### config.mk
export PLATFORM = sky130hd
export DESIGN_NAME = risc_controller_flat
export DESIGN_NICKNAME = d
export VERILOG_FILES = /design/src/rtl/risc_controller_pkg.sv /design/src/rtl/risc_controller_if.sv /design/src/rtl/risc_controller.sv /design/src/flat_wrapper.sv
export SDC_FILE = /design/constraint.sdc
export NUM_CORES = 1
export LEC_CHECK = 0
export CORE_AREA = 2 2 39 41
export CTS_CLUSTER_SIZE = 14
export DETAILED_ROUTE_END_ITERATION = 16
export DIE_AREA = 0 0 41 43
export GPL_TIMING_DRIVEN = 0
export PLACE_DENSITY = 0.82
export SYNTH_ARGS = -nofsm -noshare
export SYNTH_HDL_FRONTEND = slang
export SYNTH_SLANG_ARGS = --single-unit
### constraint.sdc
create_clock -name clk -period 3.35 [get_ports clk]
set_clock_uncertainty 0.05 [all_clocks]
set_input_delay 0.335 -clock clk [delete_from_list [all_inputs] [get_ports clk]]
set_output_delay 0.335 -clock clk [all_outputs]
set_load 0.02 [all_outputs]
### src/rtl/risc_controller_pkg.sv
// -----------------------------------------------------------------------------
// risc_controller_pkg
// Shared definitions for the 5-bit-address RISC CPU control path: opcode and
// phase encodings, inc_pc codes and small decode helpers. The program counter
// and instruction register import the same package so that every block
// agrees on the encodings.
// Build option: CTRL_SINGLE_STEP_EN (used by risc_controller only).
// -----------------------------------------------------------------------------
package risc_controller_pkg;

    localparam int OPC_W = 3;   // opcode width, fixed by the ISA
    localparam int INC_W = 2;   // inc_pc code width

    // Instruction opcodes
    typedef enum logic [OPC_W-1:0] {
        OP_HLT = 3'd0,
        OP_SKZ = 3'd1,
        OP_ADD = 3'd2,
        OP_AND = 3'd3,
        OP_XOR = 3'd4,
        OP_LDA = 3'd5,
        OP_STO = 3'd6,
        OP_JMP = 3'd7
    } opcode_e;

    // Instruction phases, one clock each
    typedef enum logic [2:0] {
        PH_INST_ADDR  = 3'd0,
        PH_INST_FETCH = 3'd1,
        PH_INST_LOAD  = 3'd2,
        PH_IDLE       = 3'd3,
        PH_OP_ADDR    = 3'd4,
        PH_OP_FETCH   = 3'd5,
        PH_ALU_OP     = 3'd6,
        PH_STORE      = 3'd7
    } phase_e;

    // Program counter increment codes
    localparam logic [INC_W-1:0] INC_NONE = 2'd0;
    localparam logic [INC_W-1:0] INC_ONE  = 2'd1;
    localparam logic [INC_W-1:0] INC_SKIP = 2'd2;

    // Instructions that read an operand and load the accumulator
    function automatic logic is_aluop(input opcode_e op);
        logic res;
        case (op)
            OP_ADD, OP_AND, OP_XOR, OP_LDA: res = 1'b1;
            default:                        res = 1'b0;
        endcase
        return res;
    endfunction

    // Successor phase; STORE wraps back to INST_ADDR
    function automatic phase_e next_phase(input phase_e ph);
        return phase_e'(ph + 3'd1);
    endfunction

endpackage

### src/rtl/risc_controller_if.sv
// -----------------------------------------------------------------------------
// risc_controller_if
// Control bundle between the instruction sequencer and the CPU datapath.
//   opcode  : IR opcode field        (datapath -> controller)
//   zero    : accumulator==0 flag    (datapath -> controller)
//   sel, rd, ld_ir, halt, ld_pc, inc_pc, ld_ac, wr, data_e, phase
//           : control strobes/trace  (controller -> datapath)
// Modports: master = controller side, slave = datapath side.
// -----------------------------------------------------------------------------
interface risc_controller_if;
    import risc_controller_pkg::*;

    logic [OPC_W-1:0] opcode;
    logic             zero;
    logic             sel;
    logic             rd;
    logic             ld_ir;
    logic             halt;
    logic             ld_pc;
    logic [INC_W-1:0] inc_pc;
    logic             ld_ac;
    logic             wr;
    logic             data_e;
    logic [2:0]       phase;

    modport master (
        input  opcode, zero,
        output sel, rd, ld_ir, halt, ld_pc, inc_pc, ld_ac, wr, data_e, phase
    );

    modport slave (
        output opcode, zero,
        input  sel, rd, ld_ir, halt, ld_pc, inc_pc, ld_ac, wr, data_e, phase
    );

endinterface

### src/rtl/risc_controller.sv
// -----------------------------------------------------------------------------
// risc_controller
// 8-phase instruction sequencer for the 5-bit-address RISC CPU. One
// instruction takes 8 clocks; the control strobes are a Moore decode of the
// phase register and the opcode/zero values captured during the instruction.
// Ports:
//   clk    : clock, all state on posedge
//   rst_n  : asynchronous active-low reset
//   step   : single-step request (only with CTRL_SINGLE_STEP_EN defined)
//   bus    : risc_controller_if.master (opcode/zero in, control strobes out)
// Build option CTRL_SINGLE_STEP_EN: the sequencer parks in INST_ADDR until
// step is sampled high, then runs exactly one instruction.
// -----------------------------------------------------------------------------
module risc_controller
    import risc_controller_pkg::*;
(
    input  logic               clk,
    input  logic               rst_n,
`ifdef CTRL_SINGLE_STEP_EN
    input  logic               step,
`endif
    risc_controller_if.master  bus
);

    phase_e  phase_r;
    opcode_e op_r;
    logic    zero_r;
    logic    halted_r;
    logic    run_s;

    logic             sel_s;
    logic             rd_s;
    logic             ld_ir_s;
    logic             halt_s;
    logic             ld_pc_s;
    logic [INC_W-1:0] inc_pc_s;
    logic             ld_ac_s;
    logic             wr_s;
    logic             data_e_s;
    logic             alu_s;

    // Permission to leave INST_ADDR; later phases never stall
    always_comb begin
`ifdef CTRL_SINGLE_STEP_EN
        run_s = (phase_r != PH_INST_ADDR) || step;
`else
        run_s = 1'b1;
`endif
    end

    // Phase sequencer with opcode/zero capture and halt latch
    always_ff @(posedge clk or negedge rst_n) begin
        if (!rst_n) begin
            phase_r  <= PH_INST_ADDR;
            op_r     <= OP_HLT;
            zero_r   <= 1'b0;
            halted_r <= 1'b0;
        end else if (halted_r) begin
            // Only rst_n leaves the halted state
            phase_r  <= phase_r;
        end else begin
            case (phase_r)
                PH_INST_ADDR: begin
                    if (run_s) begin
                        phase_r <= PH_INST_FETCH;
                    end else begin
                        phase_r <= PH_INST_ADDR;
                    end
                end
                PH_IDLE: begin
                    op_r <= opcode_e'(bus.opcode);
                    if (bus.opcode == OP_HLT) begin
                        // Freeze in IDLE; PC is never updated for HLT
                        halted_r <= 1'b1;
                        phase_r  <= PH_IDLE;
                    end else begin
                        phase_r  <= PH_OP_ADDR;
                    end
                end
                PH_OP_FETCH: begin
                    zero_r  <= bus.zero;
                    phase_r <= PH_ALU_OP;
                end
                default: begin
                    phase_r <= next_phase(phase_r);
                end
            endcase
        end
    end

    // Moore decode of the registered state into control strobes
    always_comb begin
        sel_s    = 1'b0;
        rd_s     = 1'b0;
        ld_ir_s  = 1'b0;
        halt_s   = 1'b0;
        ld_pc_s  = 1'b0;
        inc_pc_s = INC_NONE;
        ld_ac_s  = 1'b0;
        wr_s     = 1'b0;
        data_e_s = 1'b0;
        alu_s    = is_aluop(op_r);
        if (halted_r) begin
            sel_s  = 1'b1;
            halt_s = 1'b1;
        end else begin
            case (phase_r)
                PH_INST_ADDR: begin
                    sel_s = 1'b1;
                end
                PH_INST_FETCH: begin
                    sel_s = 1'b1;
                    rd_s  = 1'b1;
                end
                PH_INST_LOAD: begin
                    sel_s   = 1'b1;
                    rd_s    = 1'b1;
                    ld_ir_s = 1'b1;
                end
                PH_IDLE: begin
                    // Opcode is live from the IR here, not yet captured
                    sel_s  = 1'b1;
                    rd_s   = 1'b1;
                    halt_s = (bus.opcode == OP_HLT);
                end
                PH_OP_ADDR: begin
                    sel_s = 1'b0;
                end
                PH_OP_FETCH: begin
                    rd_s = alu_s;
                end
                PH_ALU_OP: begin
                    rd_s     = alu_s;
                    data_e_s = (op_r == OP_STO);
                end
                PH_STORE: begin
                    rd_s     = alu_s;
                    ld_ac_s  = alu_s;
                    wr_s     = (op_r == OP_STO);
                    data_e_s = (op_r == OP_STO);
                    ld_pc_s  = (op_r == OP_JMP);
                    // JMP loads the PC instead of incrementing it
                    if (op_r == OP_JMP) begin
                        inc_pc_s = INC_NONE;
                    end else if ((op_r == OP_SKZ) && zero_r) begin
                        inc_pc_s = INC_SKIP;
                    end else begin
                        inc_pc_s = INC_ONE;
                    end
                end
                default: begin
                    sel_s = 1'b1;
                end
            endcase
        end
    end

    assign bus.sel    = sel_s;
    assign bus.rd     = rd_s;
    assign bus.ld_ir  = ld_ir_s;
    assign bus.halt   = halt_s;
    assign bus.ld_pc  = ld_pc_s;
    assign bus.inc_pc = inc_pc_s;
    assign bus.ld_ac  = ld_ac_s;
    assign bus.wr     = wr_s;
    assign bus.data_e = data_e_s;
    assign bus.phase  = phase_r;

endmodule

### src/flat_wrapper.sv
// flat-port wrapper written by rule: the top's interface ports become plain ports
module risc_controller_flat import risc_controller_pkg::*;
  (clk, rst_n, bus_opcode, bus_zero, bus_sel, bus_rd, bus_ld_ir, bus_halt, bus_ld_pc, bus_inc_pc, bus_ld_ac, bus_wr, bus_data_e, bus_phase);
  risc_controller_if bus_i ();
  input  logic clk;
  input  logic rst_n;
  input wire logic [$bits(bus_i.opcode)-1:0] bus_opcode;
  input wire logic [$bits(bus_i.zero)-1:0] bus_zero;
  output wire logic [$bits(bus_i.sel)-1:0] bus_sel;
  output wire logic [$bits(bus_i.rd)-1:0] bus_rd;
  output wire logic [$bits(bus_i.ld_ir)-1:0] bus_ld_ir;
  output wire logic [$bits(bus_i.halt)-1:0] bus_halt;
  output wire logic [$bits(bus_i.ld_pc)-1:0] bus_ld_pc;
  output wire logic [$bits(bus_i.inc_pc)-1:0] bus_inc_pc;
  output wire logic [$bits(bus_i.ld_ac)-1:0] bus_ld_ac;
  output wire logic [$bits(bus_i.wr)-1:0] bus_wr;
  output wire logic [$bits(bus_i.data_e)-1:0] bus_data_e;
  output wire logic [$bits(bus_i.phase)-1:0] bus_phase;
  assign bus_i.opcode = bus_opcode;
  assign bus_i.zero = bus_zero;
  assign bus_sel = bus_i.sel;
  assign bus_rd = bus_i.rd;
  assign bus_ld_ir = bus_i.ld_ir;
  assign bus_halt = bus_i.halt;
  assign bus_ld_pc = bus_i.ld_pc;
  assign bus_inc_pc = bus_i.inc_pc;
  assign bus_ld_ac = bus_i.ld_ac;
  assign bus_wr = bus_i.wr;
  assign bus_data_e = bus_i.data_e;
  assign bus_phase = bus_i.phase;
  risc_controller u_core (.clk(clk), .rst_n(rst_n), .bus(bus_i));
endmodule
==> impl_metrics.tcl, run 1 <==
set metrics [dict create \
    cts_buffers 3 \
    syn-mean-instance-area_sq_um 9.57 \
    crit_path_end "bus_rd" \
    initial_core_util_pct 42.9 \
    grt_pass1_vias 454 \
    grt_max_degree 12 \
    maxSlewViolCount 0 \
    r2r-end "u_core.op_r[1]$_DFFE_PN0P_" \
    reg2reg_depth 4 \
    ys_types 25 \
    dp_cells 96 \
    worstSetupStartpoint "u_core.bus.phase[0]$_DFFE_PN0N_" \
    ys_seq_elements 8 \
    p_leak_uw 0.000333 \
    antenna_found_initial 0 \
    yosys_warnings 0 \
    num_rows 14 \
    cts-root-buf "clkbuf_4" \
    syn_to_final_growth_pct 37.6 \
    min-delay-path-class "input port to asynchronous set/reset pin" \
    critPathCaptureType "output pin" \
    final-hold-violation-count 0 \
    cts_tree "built" \
    die_y_um 43 \
    yosysSeqAreaShare_pct 33.8 \
    max-cap-violations 0 \
    synth_top_area_share_pct 33.8 \
    grt_first_pass_wirelength_um 1890 \
    dieArea_sq_um 1760 \
    setup_viol 0 \
    first_pass_iters 4 \
    critPathKind "register to output pin" \
    syn_nets 74 \
    rsz0062_at_grt "false" \
    core_area_sq_um 1380 \
    wl_per_cell_um 11.5 \
    avgViaCountPerCell 5.28 \
    post_cts_buffers 0 \
    power_density_nw_per_um2 1040 \
    synth_area_leaders "dfrtp_1, ha_1, mux2_2" \
    layout_min_cycle_time_ns 2.61 \
    fin_cells 99 \
    reg2reg_from "u_core.bus.phase[0]$_DFFE_PN0N_" \
    reg2reg_slack_ns 1.58 \
    clk_pin_slew_ns 0.05 \
    tightest_slew_ns 0.331 \
    drtIter0Drc 11 \
    drive_gt1_share_pct 15.7 \
    cp-start-kind "register" \
    vias 523 \
    n_antenna_cell 0 \
    clockBufferDepth 2 \
    htreeDepth 1 \
    post-route-period-util_pct 77.8 \
    clock_sinks 8 \
    design.portCount 19 \
    grt_usage_pct 15.7 \
    peakVddDrop_mv 0.577 \
    cp_max_fo 7 \
    hpwl_um 925 \
    overflow 0 \
    fmax_mhz 384 \
    required_ns 2.96 \
    status "complete, no violations" \
    antenna_left 0 \
    gp_congestion 0.784 \
    slew_headroom_pct 77.9 \
    syn-cell-area_sq_um 593 \
    clock_latency_ns 0.24 \
    totalNegativeSetupSlack_ns 0 \
    cts_resized 0 \
    synth_cells 62 \
    multi_input_area_sq_um 363 \
    port_buffers 18 \
    final_nets 97 \
    regArea_sq_um 200 \
    synth_top_area_cell "dfrtp_1" \
    cp.arrival_ns 2.22 \
    drt-total-wl_um 1140 \
    drc 0 \
    holdBufCountCts 0 \
    nFillCells 139 \
    die_w_um 41 \
]
area by class of cell:
class	count	share of cell area, %
multi-input combinational	47	44.5
clock buffer	3	2.76
timing repair buffer	18	22.1
inverter	6	2.76
sequential	8	24.5
buffer	1	0.920
tap	16	2.45
layout by cell type (no fill, tap or decap):
master	count
nor2b_1	1
o41a_1	1
nor3b_1	1
a222oi_1	1
o21ba_2	1
buf_4	1
nand2b_1	3
dfrtp_1	8
xnor2_1	1
inv_1	6
nor3b_2	1
nand2_1	2
o211ai_1	1
mux2_2	4
nor3_1	4
nor4_1	1
nor2b_2	1
a211o_1	1
a21oi_2	1
a221oi_2	1
clkdlybuf4s50_1	18
a21oi_1	2
o21ai_0	7
nor2_1	4
clkbuf_4	3
nand3b_1	2
ha_1	6
sequential cells by signal, summed over array words and instances (netlist names):
name / cells
u_core.halted_r: 1
u_core.op_r: 3
u_core.bus.phase: 3
u_core.zero_r: 1
worst min path at each step:
stage,startpoint,end,cells after the start
after floorplan,rst_n,u_core.bus.phase[0]$_DFFE_PN0N_,0
after CTS,rst_n,u_core.halted_r$_DFF_PN0_,1
after detailed placement,u_core.zero_r$_DFFE_PN0P_,u_core.zero_r$_DFFE_PN0P_,1
after global placement,u_core.zero_r$_DFFE_PN0P_,u_core.zero_r$_DFFE_PN0P_,1
after global routing,rst_n,u_core.bus.phase[2]$_DFFE_PN0N_,1
final,rst_n,u_core.halted_r$_DFF_PN0_,1
worst max-delay path: stages, from the launching register on:
cell	delay (ns)
dfrtp_1	0.47
ha_1	0.29
ha_1	0.24
inv_1	0.05
a211o_1	0.24
o21ai_0	0.07
clkdlybuf4s50_1	0.62
per-layer routing:
layer / GRT usage, % / up-vias / routed length [um] / part of all wire [%]
met5: 0 / - / 0 / 0
met4: 10.0 / 0 / 12 / 1.0
met3: 1.57 / 2 / 56 / 4.9
met2: 21.9 / 15 / 530 / 46
met1: 22.2 / 241 / 544 / 48
li1: - / 265 / - / -
per-stage QoR:
| step | hold WS (ns) | util (%) | setup WS, ns | power (uW) | cell area (sq um) |
|---|---|---|---|---|---|
| floorplan | -0.0106 | - | 1.27 | 589 | 593 |
| CTS | 0.309 | 59.0 | 0.750 | 855 | 816 |
| global route | 0.329 | 59.0 | 0.589 | 926 | 816 |
| finish | 0.307 | 59.0 | 0.743 | 847 | 816 |
| global placement | 0.460 | 57.3 | 1.02 | 775 | 793 |
| detailed placement | 0.472 | 57.3 | 1.02 | 781 | 793 |
where the power goes:
group	total, uW	switching (uW)	internal, uW
combinational	561	283	278
sequential	219	69.8	149
clock	67.1	26.5	40.6
synth_stat cells:
cell type	count
mux2_2	4
a222oi_1	1
o41a_1	1
nor2b_2	1
nand3b_1	2
o21ai_0	7
nor3b_2	1
nor4_1	1
nor2_1	4
o211ai_1	1
nor3b_1	1
a21oi_2	1
inv_1	6
dfrtp_1	8
xnor2_1	1
nand2_1	2
ha_1	6
nor2b_1	1
a221oi_2	1
buf_4	1
a21oi_1	2
o21ba_2	1
nor3_1	4
nand2b_1	3
a211o_1	1
cells by family (layout without fill, tap and decap cells):
kind of cell | count (synthesis) | count (layout) | synth area share (%)
DFF | 8 | 8 | 33.8
and+or+nand+nor | 20 | 20 | 19.8
muxes | 4 | 4 | 7.59
xor gates and xnor gates | 1 | 1 | 1.48
buffers and inverters | 7 | 28 | 5.06
adders and majority gates | 6 | 6 | 12.7
AOI/OAI and AO/OA | 16 | 16 | 19.6
Power figures use the tool's default switching activity.
==> inputs of run 2 (changes only) <==
--- a/config.mk
+++ b/config.mk
@@ -5,10 +5,10 @@
 export SDC_FILE = /design/constraint.sdc
 export NUM_CORES = 1
 export LEC_CHECK = 0
-export CORE_AREA = 2 2 39 41
+export CORE_MARGIN = 2
+export CORE_UTILIZATION = 44
 export CTS_CLUSTER_SIZE = 14
 export DETAILED_ROUTE_END_ITERATION = 16
-export DIE_AREA = 0 0 41 43
 export GPL_TIMING_DRIVEN = 0
 export PLACE_DENSITY = 0.82
 export SYNTH_ARGS = -nofsm -noshare
==> constraint.sdc (replaced) <==
create_clock -name clk -period 2.59 [get_ports clk]
set_clock_uncertainty 0.05 [all_clocks]
set_input_delay 0.259 -clock clk [delete_from_list [all_inputs] [get_ports clk]]
set_output_delay 0.259 -clock clk [all_outputs]
set_load 0.02 [all_outputs]
==> impl_metrics.tcl, run 2 (synthesis gave the netlist of run 1 again) <==
set metrics [dict create \
    vias 537 \
    design_area_sq_um 818 \
    power_density_nw_per_um2 1370 \
    drc 0 \
    num_rows 13 \
    power_uw 1120 \
    design.portCount 19 \
    rsz0062_at_grt "false" \
    clk_pin_slew_ns 0.05 \
    cpLargestDelayFamily "buffers and inverters" \
    final_nets 97 \
    cp-start-kind "register" \
    post-route-period-util_pct 94.5 \
    power_frac_clock_pct 8.1 \
    port_buffers 18 \
    cts_buffers 3 \
    reg2reg_slack_ns 0.93 \
    min-delay-path-class "input port to asynchronous set/reset pin" \
    clock_sinks 8 \
    syn_to_final_growth_pct 38.0 \
    placed_area_sq_um 792 \
    slew_headroom_pct 76.8 \
    p_leak_uw 0.000330 \
    max_stage_delay_ns 0.62 \
    clockBufferDepth 2 \
    htreeDepth 1 \
    max-cap-violations 0 \
    drt-total-wl_um 1320 \
    fmax_mhz 409 \
    drive_gt1_share_pct 18.1 \
    post_cts_buffers 0 \
    required_ns 2.28 \
    final-hold-violation-count 0 \
    wl_per_cell_um 13.4 \
    cts-root-buf "clkbuf_4" \
    cp.arrival_ns 2.14 \
    status "complete, no violations" \
    p_comb_share_pct 66.0 \
    clock_latency_ns 0.25 \
    critPathKind "register to output pin" \
    gp_congestion 0.754 \
    dieArea_sq_um 1660 \
    hpwl_um 1060 \
    totalNegativeSetupSlack_ns 0 \
    path_buf_inv 2 \
    path_cells "ha_2, ha_1, inv_1, a211o_1, o21ai_0, clkdlybuf4s50_1" \
    tightest_slew_ns 0.347 \
    maxSlewViolCount 0 \
    r2r-end "u_core.op_r[0]$_DFFE_PN0P_" \
    drtIter0Drc 14 \
    netSwitchingPower_uw 511 \
    avgViaCountPerCell 5.48 \
    p_int_uw 609 \
    first_pass_iters 4 \
    initial_core_util_pct 46.2 \
    final_cell_mix "clkdlybuf4s50_1, o21ai_0, dfrtp_1, inv_1, ha_1" \
    grt_usage_pct 18.4 \
    core_area_sq_um 1280 \
    overflow 0 \
    p_seq_share_pct 25.9 \
    layout_min_cycle_time_ns 2.45 \
    antenna_found_initial 0 \
    grt_first_pass_wirelength_um 1950 \
    reg2reg_depth 4 \
    grt_max_degree 12 \
    final_common_cell "clkdlybuf4s50_1" \
    cts_tree "built" \
    antenna_left 0 \
    holdBufCountCts 0 \
    die_w_um 40.7 \
    critPathCaptureType "output pin" \
    grt_pass1_vias 476 \
    cp_slowest_cell "clkdlybuf4s50_1" \
    die_y_um 40.7 \
    cp_max_fo 7 \
    setup_viol 0 \
    reg2reg_from "u_core.bus.phase[0]$_DFFE_PN0N_" \
    peakVddDrop_mv 0.714 \
    n_antenna_cell 0 \
    nFillCells 133 \
    swShare_pct 45.6 \
]
==> run 2: cell counts in the layout (fill, tap and decap cells not counted) <==
Identical to the previous run, type by type.
==> run 2: cell type report <==
class,count,area (sq um),area share [%]
buffer,1,7.51,0.917
inverter,6,22.5,2.75
multi-input combinational,47,365,44.6
clock buffer,3,22.5,2.75
tap,15,18.8,2.29
timing repair buffer,18,180,22.0
sequential,8,201,24.6
==> run 2: worst max path at each step <==
stage                                          startpoint    endpoint  slack, ns  cells past startpoint
after floorplan           u_core.bus.phase[0]$_DFFE_PN0N_  bus_data_e       0.58                      4
after global placement    u_core.bus.phase[0]$_DFFE_PN0N_      bus_rd       0.34                      6
after detailed placement  u_core.bus.phase[0]$_DFFE_PN0N_      bus_rd       0.30                      6
after CTS                 u_core.bus.phase[0]$_DFFE_PN0N_      bus_rd       0.02                      6
after global routing      u_core.bus.phase[0]$_DFFE_PN0N_      bus_rd       0.03                      6
final                     u_core.bus.phase[0]$_DFFE_PN0N_      bus_rd       0.14                      6
==> run 2: worst register-to-register path, cell delays in order, from the launching register on <==
cell and delay [ns]:
dfrtp_2 0.43, ha_2 0.24, ha_1 0.22, nor2b_2 0.24
mux2_2 0.36
==> run 2: what timing repair did <==
item                                   4_1_cts  5_1_grt
setup endpoints to repair                    0        3
gates resized for setup                      0        2
endpoints found under the hold margin        0        0
==> run 2: routing by layer <==
layer  GRT usage [%]  wire length (um)
met5               0                 0
met4            15.0                20
met3            1.63                37
met2            32.1               678
met1            20.1               582
==> run 2: stage by stage <==
| step | setup WS [ns] | utilization [%] | hold slack, ns | instances |
|---|---|---|---|---|
| after CTS | 0.0217 | 63.4 | 0.229 | 98 |
| after global routing | 0.0268 | 63.7 | 0.247 | 98 |
| after detailed placement | 0.305 | 61.6 | 0.466 | 95 |
| final | 0.143 | 63.7 | 0.233 | 98 |
| after global placement | 0.337 | 61.6 | 0.461 | 95 |
| after floorplan | 0.583 | - | -0.0866 | 62 |
==> run 2: power groups by stage <==
stage	combinational, uW	clock, uW	sequential, uW
after floorplan	468	0	294
after global placement	720	0	281
after detailed placement	736	0	289
after CTS	740	97.6	287
after global routing	809	100	302
final	739	90.2	290
==> inputs of run 3 (changes only) <==
--- a/config.mk
+++ b/config.mk
@@ -7,6 +7,7 @@
 export LEC_CHECK = 0
 export CORE_MARGIN = 2
 export CORE_UTILIZATION = 44
+export CTS_CLUSTER_DIAMETER = 80
 export CTS_CLUSTER_SIZE = 14
 export DETAILED_ROUTE_END_ITERATION = 16
 export GPL_TIMING_DRIVEN = 0
==> results of run 3 <==
The final DEF is identical to that of run 2; final timing and power are the same.
